### src/rtl/sat_accum_mc.sv
// Multi-channel time-interleaved saturating accumulator with scaled, saturated output.
// Optional leaky integrator enabled by defining SAT_ACCUM_LEAK_EN.
module sat_accum_mc #(
   parameter int IWIDTH     = 16,
   parameter int AWIDTH     = 24,
   parameter int OWIDTH     = 16,
   parameter int NCHAN      = 4,
   parameter int CHW        = 2,
   parameter int SHIFT      = 8,
   parameter int LEAK_SHIFT = 12
) (
   input  logic                     clk,
   input  logic                     rst,
   input  logic                     in_valid,
   input  logic                     in_first,
   input  logic signed [IWIDTH-1:0] din,
   input  logic                     clear,
   input  logic [NCHAN-1:0]         sat_ack,
   output logic                     out_valid,
   output logic [CHW-1:0]           out_chan,
   output logic signed [OWIDTH-1:0] dout,
   output logic [NCHAN-1:0]         sat_flags,
   output logic [15:0]              sat_count
);

   localparam int SW  = AWIDTH + 2;
   localparam int OSW = (AWIDTH > OWIDTH) ? AWIDTH : OWIDTH;

   localparam logic signed [SW-1:0]  AMAX = {3'b000, {(AWIDTH-1){1'b1}}};
   localparam logic signed [SW-1:0]  AMIN = {3'b111, {(AWIDTH-1){1'b0}}};
   localparam logic signed [OSW-1:0] OMAX = {{(OSW-OWIDTH+1){1'b0}}, {(OWIDTH-1){1'b1}}};
   localparam logic signed [OSW-1:0] OMIN = {{(OSW-OWIDTH+1){1'b1}}, {(OWIDTH-1){1'b0}}};

   // in_valid and out_valid are single-cycle strobes; there is no backpressure,
   // every accepted sample produces exactly one out_valid two cycles later.
   logic [CHW-1:0]           ch;
   logic [CHW-1:0]           cur;
   logic signed [AWIDTH-1:0] acc [NCHAN];
   logic signed [AWIDTH-1:0] acc_rd;
   logic signed [AWIDTH-1:0] acc_new;
   logic signed [SW-1:0]     acc_ext;
   logic signed [SW-1:0]     din_ext;
   logic signed [SW-1:0]     sum;
   logic                     sat_evt;
   logic [NCHAN-1:0]         set_vec;

   logic                     s1_valid;
   logic [CHW-1:0]           s1_chan;
   logic signed [AWIDTH-1:0] s1_acc;
   logic signed [OSW-1:0]    shifted;
   logic signed [OWIDTH-1:0] dout_sat;

   assign cur = in_first ? '0 : ch;

   always_comb begin
      acc_rd = '0;
      if (!clear) begin
         for (int i = 0; i < NCHAN; i++) begin
            if (cur == CHW'(i)) acc_rd = acc[i];
         end
      end
   end

   assign acc_ext = SW'(acc_rd);
   assign din_ext = SW'(din);

`ifdef SAT_ACCUM_LEAK_EN
   assign sum = acc_ext - (acc_ext >>> LEAK_SHIFT) + din_ext;
`else
   assign sum = acc_ext + din_ext;
`endif

   always_comb begin
      acc_new = sum[AWIDTH-1:0];
      sat_evt = 1'b0;
      if (sum > AMAX) begin
         acc_new = AMAX[AWIDTH-1:0];
         sat_evt = in_valid;
      end else if (sum < AMIN) begin
         acc_new = AMIN[AWIDTH-1:0];
         sat_evt = in_valid;
      end
   end

   always_comb begin
      set_vec = '0;
      for (int i = 0; i < NCHAN; i++) begin
         if (sat_evt && cur == CHW'(i)) set_vec[i] = 1'b1;
      end
   end

   assign shifted = OSW'(s1_acc >>> SHIFT);

   always_comb begin
      dout_sat = shifted[OWIDTH-1:0];
      if (shifted > OMAX)      dout_sat = OMAX[OWIDTH-1:0];
      else if (shifted < OMIN) dout_sat = OMIN[OWIDTH-1:0];
   end

   always_ff @(posedge clk) begin
      if (rst) begin
         ch        <= '0;
         for (int i = 0; i < NCHAN; i++) acc[i] <= '0;
         s1_valid  <= 1'b0;
         s1_chan   <= '0;
         s1_acc    <= '0;
         out_valid <= 1'b0;
         out_chan  <= '0;
         dout      <= '0;
         sat_flags <= '0;
         sat_count <= '0;
      end else begin
         if (in_valid) ch <= (cur == CHW'(NCHAN-1)) ? '0 : cur + 1'b1;
         // the sampled channel takes the new value even when clear zeroes the rest
         for (int i = 0; i < NCHAN; i++) begin
            if (in_valid && cur == CHW'(i)) acc[i] <= acc_new;
            else if (clear)                 acc[i] <= '0;
         end
         s1_valid <= in_valid;
         if (in_valid) begin
            s1_chan <= cur;
            s1_acc  <= acc_new;
         end
         out_valid <= s1_valid;
         if (s1_valid) begin
            out_chan <= s1_chan;
            dout     <= dout_sat;
         end
         sat_flags <= (sat_flags & ~sat_ack) | set_vec;
         if (sat_evt && sat_count != 16'hFFFF) sat_count <= sat_count + 16'd1;
      end
   end

endmodule
### config.mk
export PLATFORM = sky130hd
export DESIGN_NAME = sat_accum_mc
export DESIGN_NICKNAME = d
export VERILOG_FILES = /design/src/rtl/sat_accum_mc.sv
export SDC_FILE = /design/constraint.sdc
export NUM_CORES = 1
export LEC_CHECK = 0
export BUFFER_PORTS_ARGS = -buffer_cell sky130_fd_sc_hd__buf_2
export CAP_MARGIN = 15
export CORE_AREA = 2 2 139 141
export DETAILED_ROUTE_END_ITERATION = 16
export DIE_AREA = 0 0 141 143
export PLACE_DENSITY = 0.63
export SYNTH_ARGS = -nofsm -noshare
export SYNTH_HDL_FRONTEND = slang
export SYNTH_SLANG_ARGS = --single-unit
### constraint.sdc
create_clock -name clk -period 9.57 [get_ports clk]
set_clock_uncertainty 0.1 [all_clocks]
set_input_delay 1.914 -clock clk [delete_from_list [all_inputs] [get_ports clk]]
set_output_delay 1.914 -clock clk [all_outputs]
set_load 0.03 [all_outputs]
==> results of run 1 <==
==> routing by layer <==
metal	wire length (µm)	track usage, %	share of wire, %
met3	883	3.622	4.2
met1	9429	27.97	45
met4	379	6.421	1.8
met2	10410	36.07	49
met5	0	0	0
==> power by group through the flow <==
stage                     Combinational, mW  Clock (mW)  Sequential [mW]
after floorplan                       0.206           0            0.783
after global placement                0.291           0            0.782
after detailed placement              0.293           0            0.782
after CTS                             0.294       0.672            0.768
after global routing                  0.320       0.701            0.772
final                                 0.292       0.666            0.768
==> per-stage QoR <==
stage / hold slack [ps] / util (%) / total power [mW] / setup WS [ps] / instance area, µm²
floorplan: 353.6 / - / 0.9895 / 3514 / 8288
global placement: 334.3 / 47.06 / 1.073 / 2393 / 8745
detailed placement: 337.5 / 47.06 / 1.075 / 2289 / 8745
CTS: 353.2 / 50.26 / 1.734 / 2738 / 9339
global route: 389.1 / 50.26 / 1.793 / 2234 / 9339
finish: 349.4 / 50.26 / 1.726 / 2715 / 9339
==> worst min path at each step <==
stage            startpoint      endpoint  depth (start not counted)
2_1_floorplan    s1_acc[10]    s1_acc[10]                          2
3_3_place_gp   sat_flags[1]  sat_flags[1]                          2
3_5_place_dp   sat_flags[0]  sat_flags[0]                          2
4_1_cts        sat_flags[1]  sat_flags[1]                          2
5_1_grt        sat_flags[1]  sat_flags[1]                          2
6_report       sat_flags[1]  sat_flags[1]                          2
==> worst register-to-register path, cell delays in order (launching register included) <==
cell and delay, ps:
dfxtp_1 320, nor2b_1 300, ha_1 200, buf_4 320
nor2b_1 90, buf_4 230, a22oi_1 200, nor2_1 60
a21oi_1 150, nor2_1 50, a21oi_1 150, nor2_1 90
ha_1 500, nand4_1 170, nor2_1 180, nand3_1 210
o41ai_2 460, o22ai_1 210, o21ai_2 830, o211ai_1 290
nor2b_1 200
==> cells in the final DEF, fill, tap and decap left out, types with 3 or more instances in the layout <==
master     Yosys  final
a21oi_1       89     89
nand2b_1       5      5
a31oi_1        3      3
a22oi_1       23     23
or3_1          6      6
and2_1         4      4
nor4_1         4      4
nor3_1        16     16
o31ai_1       11     10
inv_1         17     17
edfxtp_1      96     96
buf_2         10     63
buf_4          2     12
nand2_1       43     43
o21ai_0       21     21
o211ai_1       9      9
a211oi_2       7      7
xor2_1         9      9
xnor2_1       11     10
nand4_1        7      7
mux2i_1       21     21
mux2_2         4      4
clkbuf_16      0     20
nor2_1       184    184
ha_1          29     28
nand3_1       14     14
nor2b_1       34     34
clkbuf_8       0      4
a211oi_1      18     18
clkbuf_1      40      3
nor3_2         3      3
a21o_1         6      6
dfxtp_1       60     60
or4_1          9      9
o32ai_1        6      6
==> kinds of logic after synthesis <==
logic type                 after synthesis  share of synthesized area, %
buffers and inverters                   76                         3.865
AOI/OAI and AO/OA                      224                         18.13
xor gates and xnor gates                20                         2.114
adders and majority gates               30                         4.620
and+or+nand+nor                        339                         18.92
DFF                                    156                         49.28
muxes                                   25                         3.080
==> layout make-up <==
class | count | area share [%]
clock inverter | 3 | 0.1876
inverter | 17 | 0.6833
sequential | 156 | 43.73
timing repair buffer | 75 | 4.341
clock buffer | 29 | 6.176
tap | 234 | 3.135
multi-input combinational | 638 | 41.75
==> registers in the layout, summed over array words and instances (netlist names) <==
signal / count
sat_flags: 4
sat_count: 16
out_chan: 2
s1_chan: 2
dout: 16
s1_valid: 1
ch: 2
s1_acc: 16
out_valid: 1
acc: 96
==> flow_metrics.tcl, run 1 <==
set metrics [dict create \
    r2r_slack_ps 3970 \
    synth_cells 870 \
    synthTopCellsByCount "nor2_1 (184), edfxtp_1 (96), a21oi_1 (89), dfxtp_1 (60), nand2_1 (43)" \
    p_int_mw 1.261 \
    synth.distinct_cells 65 \
    dieArea_um2 20160 \
    detail_route.vias_per_cell 5.715 \
    clockBufferDepth 2 \
    finalNonFillerCells 1152 \
    max-cap-violations 0 \
    p_leak_nw 3.760 \
    postRouteAntennaNets 0 \
    cts_root_buf "clkbuf_16" \
    antenna_found_initial 0 \
    syn_area_um2 8288 \
    cp_slowest_cell "o21ai_2" \
    first_pass_iters 7 \
    r2r-start "ch[0]" \
    syn_nets 925 \
    crit_type "in -> reg" \
    portBuffers 63 \
    crit_required_ps 9600 \
    drive_gt1_share_pct 14.92 \
    drc 0 \
    vias 6584 \
    avgSynthCellArea_um2 9.526 \
    htree_levels 4 \
    synth_sequential_area_ratio_pct 49.28 \
    switching_share_pct 26.91 \
    status "completed" \
    ys_ff_latch 156 \
    crit_cells 21 \
    gp_congestion 0.8719 \
    die_w_um 141 \
    drv_slew 0 \
    dpl.hpwl_um 14050 \
    asyncSetResetFlopFracSynth_pct 0 \
    yosysTopAreaCell "edfxtp_1" \
    regArea_um2 4084 \
    critPathMaxStageDelay_ps 830 \
    p_seq_share_pct 44.5 \
    hold_violations 0 \
    io_pins 64 \
    post-cts-setup-buffer-count 0 \
    core_um2 18580 \
    peakVddDrop_v 0.0001561 \
    die_y_um 143 \
    wl_um 21110 \
    crit_fanout 27 \
    synthTopCellsByArea "edfxtp_1 (35%), dfxtp_1 (14%), nor2_1 (8.3%)" \
    globalRouteTotalUtil_pct 21.24 \
    r2r-end "acc[2][3]" \
    yosysWarningCount 0 \
    fill_cells 1750 \
    end_kind "flip-flop" \
    multi_input_area_um2 3899 \
    cts_resized 0 \
    wl_per_cell_um 18.32 \
    power_density_nw_per_um2 184.8 \
    setup.worst_path.start "in_first" \
    yosys.area.top_type_share_pct 34.78 \
    syn2layout_area_growth_pct 12.68 \
    n_antenna_cell 0 \
    fin_crit_sh_pct 71.63 \
    cts_tree "yes" \
    max_freq_ghz 0.1459 \
    clkTransAtPathRegs_ps 60 \
    fin_nets 960 \
    drt-initial-drc-count 590 \
    num_rows 50 \
    synth-main-ff-cell "edfxtp_1" \
    worst_slew_pin_slew_ps 1168 \
    cts_made_buffers 17 \
    grt_start_max_net_pins 66 \
    grt_overflow 0 \
    start_util_pct 44.61 \
    rsz0062_at_grt "no" \
    p_comb_share_pct 16.9 \
    grt_pass1_wl_um 33060 \
    cpLargestDelayFamily "compound AO/OA/AOI/OAI gates" \
    arrival_ps 6890 \
    dp.cells 1120 \
    cp_cell_sequence "buf_2 -> nor2b_1 -> ha_1 -> buf_4 -> nor2b_1 -> buf_4 -> a22oi_1 -> nor2_1 -> a21oi_1 -> nor2_1 -> a21oi_1 -> nor2_1 -> ha_1 -> nand4_1 -> nor2_1 -> nand3_1 -> o41ai_2 -> o22ai_1 -> o21ai_2 -> o211ai_1 -> nor2b_1" \
    insertion_delay_ps 430 \
    start_kind "input pin" \
    grt_pass1_vias 6040 \
    critPathBufInv 3 \
    switchingPower_mw 0.4644 \
    setup-tns-final_ps 0 \
    min_period_ps 6855 \
    yosysMostFrequentCell "nor2_1" \
    cts_hold_buf 0 \
    synth-edff-count 96 \
    reg2reg_depth 20 \
    hold_class "reg -> reg" \
    clockPowerShare_pct 38.6 \
    finalSetupViolCount 0 \
    critPathCapture "acc[2][3]" \
    relSlewSlack_pct 21.95 \
    crit_top_cell "nor2_1" \
    cts_sinks 156 \
]
Note: power is estimated with default switching activity, not from simulation.
==> run 2, diff against run 1 <==
Clock period 9.57 ns to 6.8 ns, I/O delays scaled along.
==> run 2 against run 1 <==
  * Register-to-register slack worse by 2500 ps
  * Hold slack better by 5.0 ps
  * Critical path type unchanged
  * Clock power rose by 44%
  * Clock-buffer cell count increased by 1
  * Critical path depth unchanged
  * Highest routed layer unchanged
  * First-iteration DRC count decreased by 12%
  * Setup slack worse by 1900 ps
  * Total power increased by 43%
  * Cell area up 1.4%
  * Core utilization up 0.69 points
  * Sequential share of layout area decreased by 0.59 points
==> flow_metrics.tcl, run 2 (synthesis results as in run 1) <==
set metrics [dict create \
    status "completed" \
    insertion_delay_ps 430 \
    hold_violations 0 \
    cts_made_buffers 17 \
    min_period_ps 5990 \
    layout_commonest_cell "nor2_1" \
    route.met2.wl_um 10630 \
    arrival_ps 6140 \
    relSlewSlack_pct 27.74 \
    wl_um 21310 \
    cts_tree "yes" \
    drt-initial-drc-count 517 \
    n_antenna_cell 0 \
    cts_hold_buf 0 \
    globalRouteTotalUtil_pct 21.50 \
    gp_congestion 0.9466 \
    drv_slew 0 \
    worstHoldPathCells 2 \
    io_pins 64 \
    setup-tns-final_ps 0 \
    r2r_slack_ps 1500 \
    rsz0062_at_grt "no" \
    portBuffers 63 \
    crit_required_ps 6950 \
    max_freq_ghz 0.1669 \
    multi_input_area_um2 3899 \
    syn2layout_area_growth_pct 14.22 \
    crit_type "in -> reg" \
    largest_reg_flops 96 \
    cts_root_buf "clkbuf_16" \
    detail_route.vias_per_cell 5.735 \
    critPathMaxStageDelay_ps 610 \
    end_kind "flip-flop" \
    start_util_pct 44.61 \
    first_pass_iters 5 \
    drive_gt1_share_pct 15.18 \
    min-delay-start "sat_flags[1]" \
    holdPathEnd "sat_flags[1]" \
    top_layer_used "met4" \
    wl_met1_um 9588 \
    peakVddDrop_v 0.0001873 \
    final_cell_mix "nor2_1 (184), edfxtp_1 (96), a21oi_1 (89)" \
    post-cts-setup-buffer-count 0 \
    fin_crit_sh_pct 88.09 \
    fill_cells 1712 \
    finalSetupViolCount 0 \
    cts_sinks 156 \
    power_density_nw_per_um2 260.4 \
    num_rows 50 \
    grt_pass1_vias 6282 \
    grt_pass1_wl_um 33470 \
    core_um2 18580 \
    crit_top_cell "nor2_1" \
    clkTransAtPathRegs_ps 60 \
    dpl.hpwl_um 14230 \
    htree_levels 4 \
    worst_slew_pin_slew_ps 1081 \
    postRouteAntennaNets 0 \
    reg2reg_depth 20 \
    drc 0 \
    r2r-start "ch[0]" \
    crit_fanout 20 \
    clockBufferDepth 2 \
    r2r-end "acc[2][2]" \
    regArea_um2 4084 \
    antenna_found_initial 0 \
    grt_start_max_net_pins 65 \
    fin_nets 964 \
    die_w_um 141 \
    dieArea_um2 20160 \
    cp_slowest_cell "o311ai_1" \
    holdWs_ps 354.4 \
    cts_resized 0 \
    die_y_um 143 \
    largest_register "acc" \
    start_kind "input pin" \
    p_leak_nw 3.819 \
    grt_overflow 0 \
    hold_class "reg -> reg" \
    cp_cell_sequence "buf_2 -> nor2b_1 -> inv_1 -> ha_1 -> nor2b_1 -> buf_4 -> a22oi_1 -> nor2_1 -> a21oi_1 -> nor2_1 -> a21oi_1 -> nor2_1 -> ha_1 -> nand4_1 -> nor2_1 -> nand3_1 -> o41ai_2 -> or3_1 -> o21ai_2 -> o311ai_1 -> nor2b_1" \
    max-cap-violations 0 \
    wl_met3_um 804 \
    wl_per_cell_um 18.43 \
    vias 6630 \
]
[run 2: cell types whose count changed in the layout (fill, tap and decap cells not counted)]
cell	change
buf_12	+1
buf_16	+3
buf_4	-1
buf_8	+1
clkbuf_1	+1
clkbuf_16	+1
clkbuf_2	-1
inv_4	-1
[run 2: report_power, final]
part           switching [mW]  internal [mW]  leakage (nW)
sequential             0.0224           1.06          1.56
combinational           0.275          0.147          1.95
clock                   0.365          0.596         0.305
[run 2: how the worst max path moves through the flow]
stage / cells past startpoint / slack, ps / startpoint / to
final: 21 / 810 / in_first / acc[2][2]
after global routing: 21 / 350 / in_first / acc[3][2]
after CTS: 23 / 880 / in_first / acc[3][9]
after detailed placement: 21 / 460 / in_first / acc[2][2]
after global placement: 22 / 530 / in_first / acc[3][19]
after floorplan: 23 / 1300 / in_first / acc[3][0]
[run 2: area by class of cell]
class,instances,area share [%]
clock buffers,30,6.344
clock inverters,2,0.1190
inverters,17,0.6741
multi-input cells,638,41.18
flip-flops and latches,156,43.14
well taps,234,3.093
repair buffers,79,5.445
[run 2: routing by layer]
layer  vias to the layer above  track usage, %
met5                         -               0
met4                         0           5.632
met3                        25           4.091
met2                       163           36.25
met1                      3203           28.62
li1                       3239               -
[run 2: per-stage QoR]
stage | utilization (%) | instances | instance area (µm²) | power, mW | setup slack, ps
CTS | 50.42 | 1152 | 9369 | 2.471 | 879.4
global route | 50.95 | 1156 | 9467 | 2.561 | 354.5
finish | 50.95 | 1156 | 9467 | 2.465 | 809.9
detailed placement | 47.13 | 1120 | 8757 | 1.516 | 456.0
floorplan | - | 870 | 8288 | 1.393 | 1298
global placement | 47.13 | 1120 | 8757 | 1.515 | 528.1
[run 2: worst max-delay path: cells and delay by family]
family | cells | cell delay [ps]
and+or+nand+nor | 10 | 1800
adders and majority gates | 2 | 730
buffers and inverters | 3 | 470
AOI/OAI and AO/OA | 6 | 1770
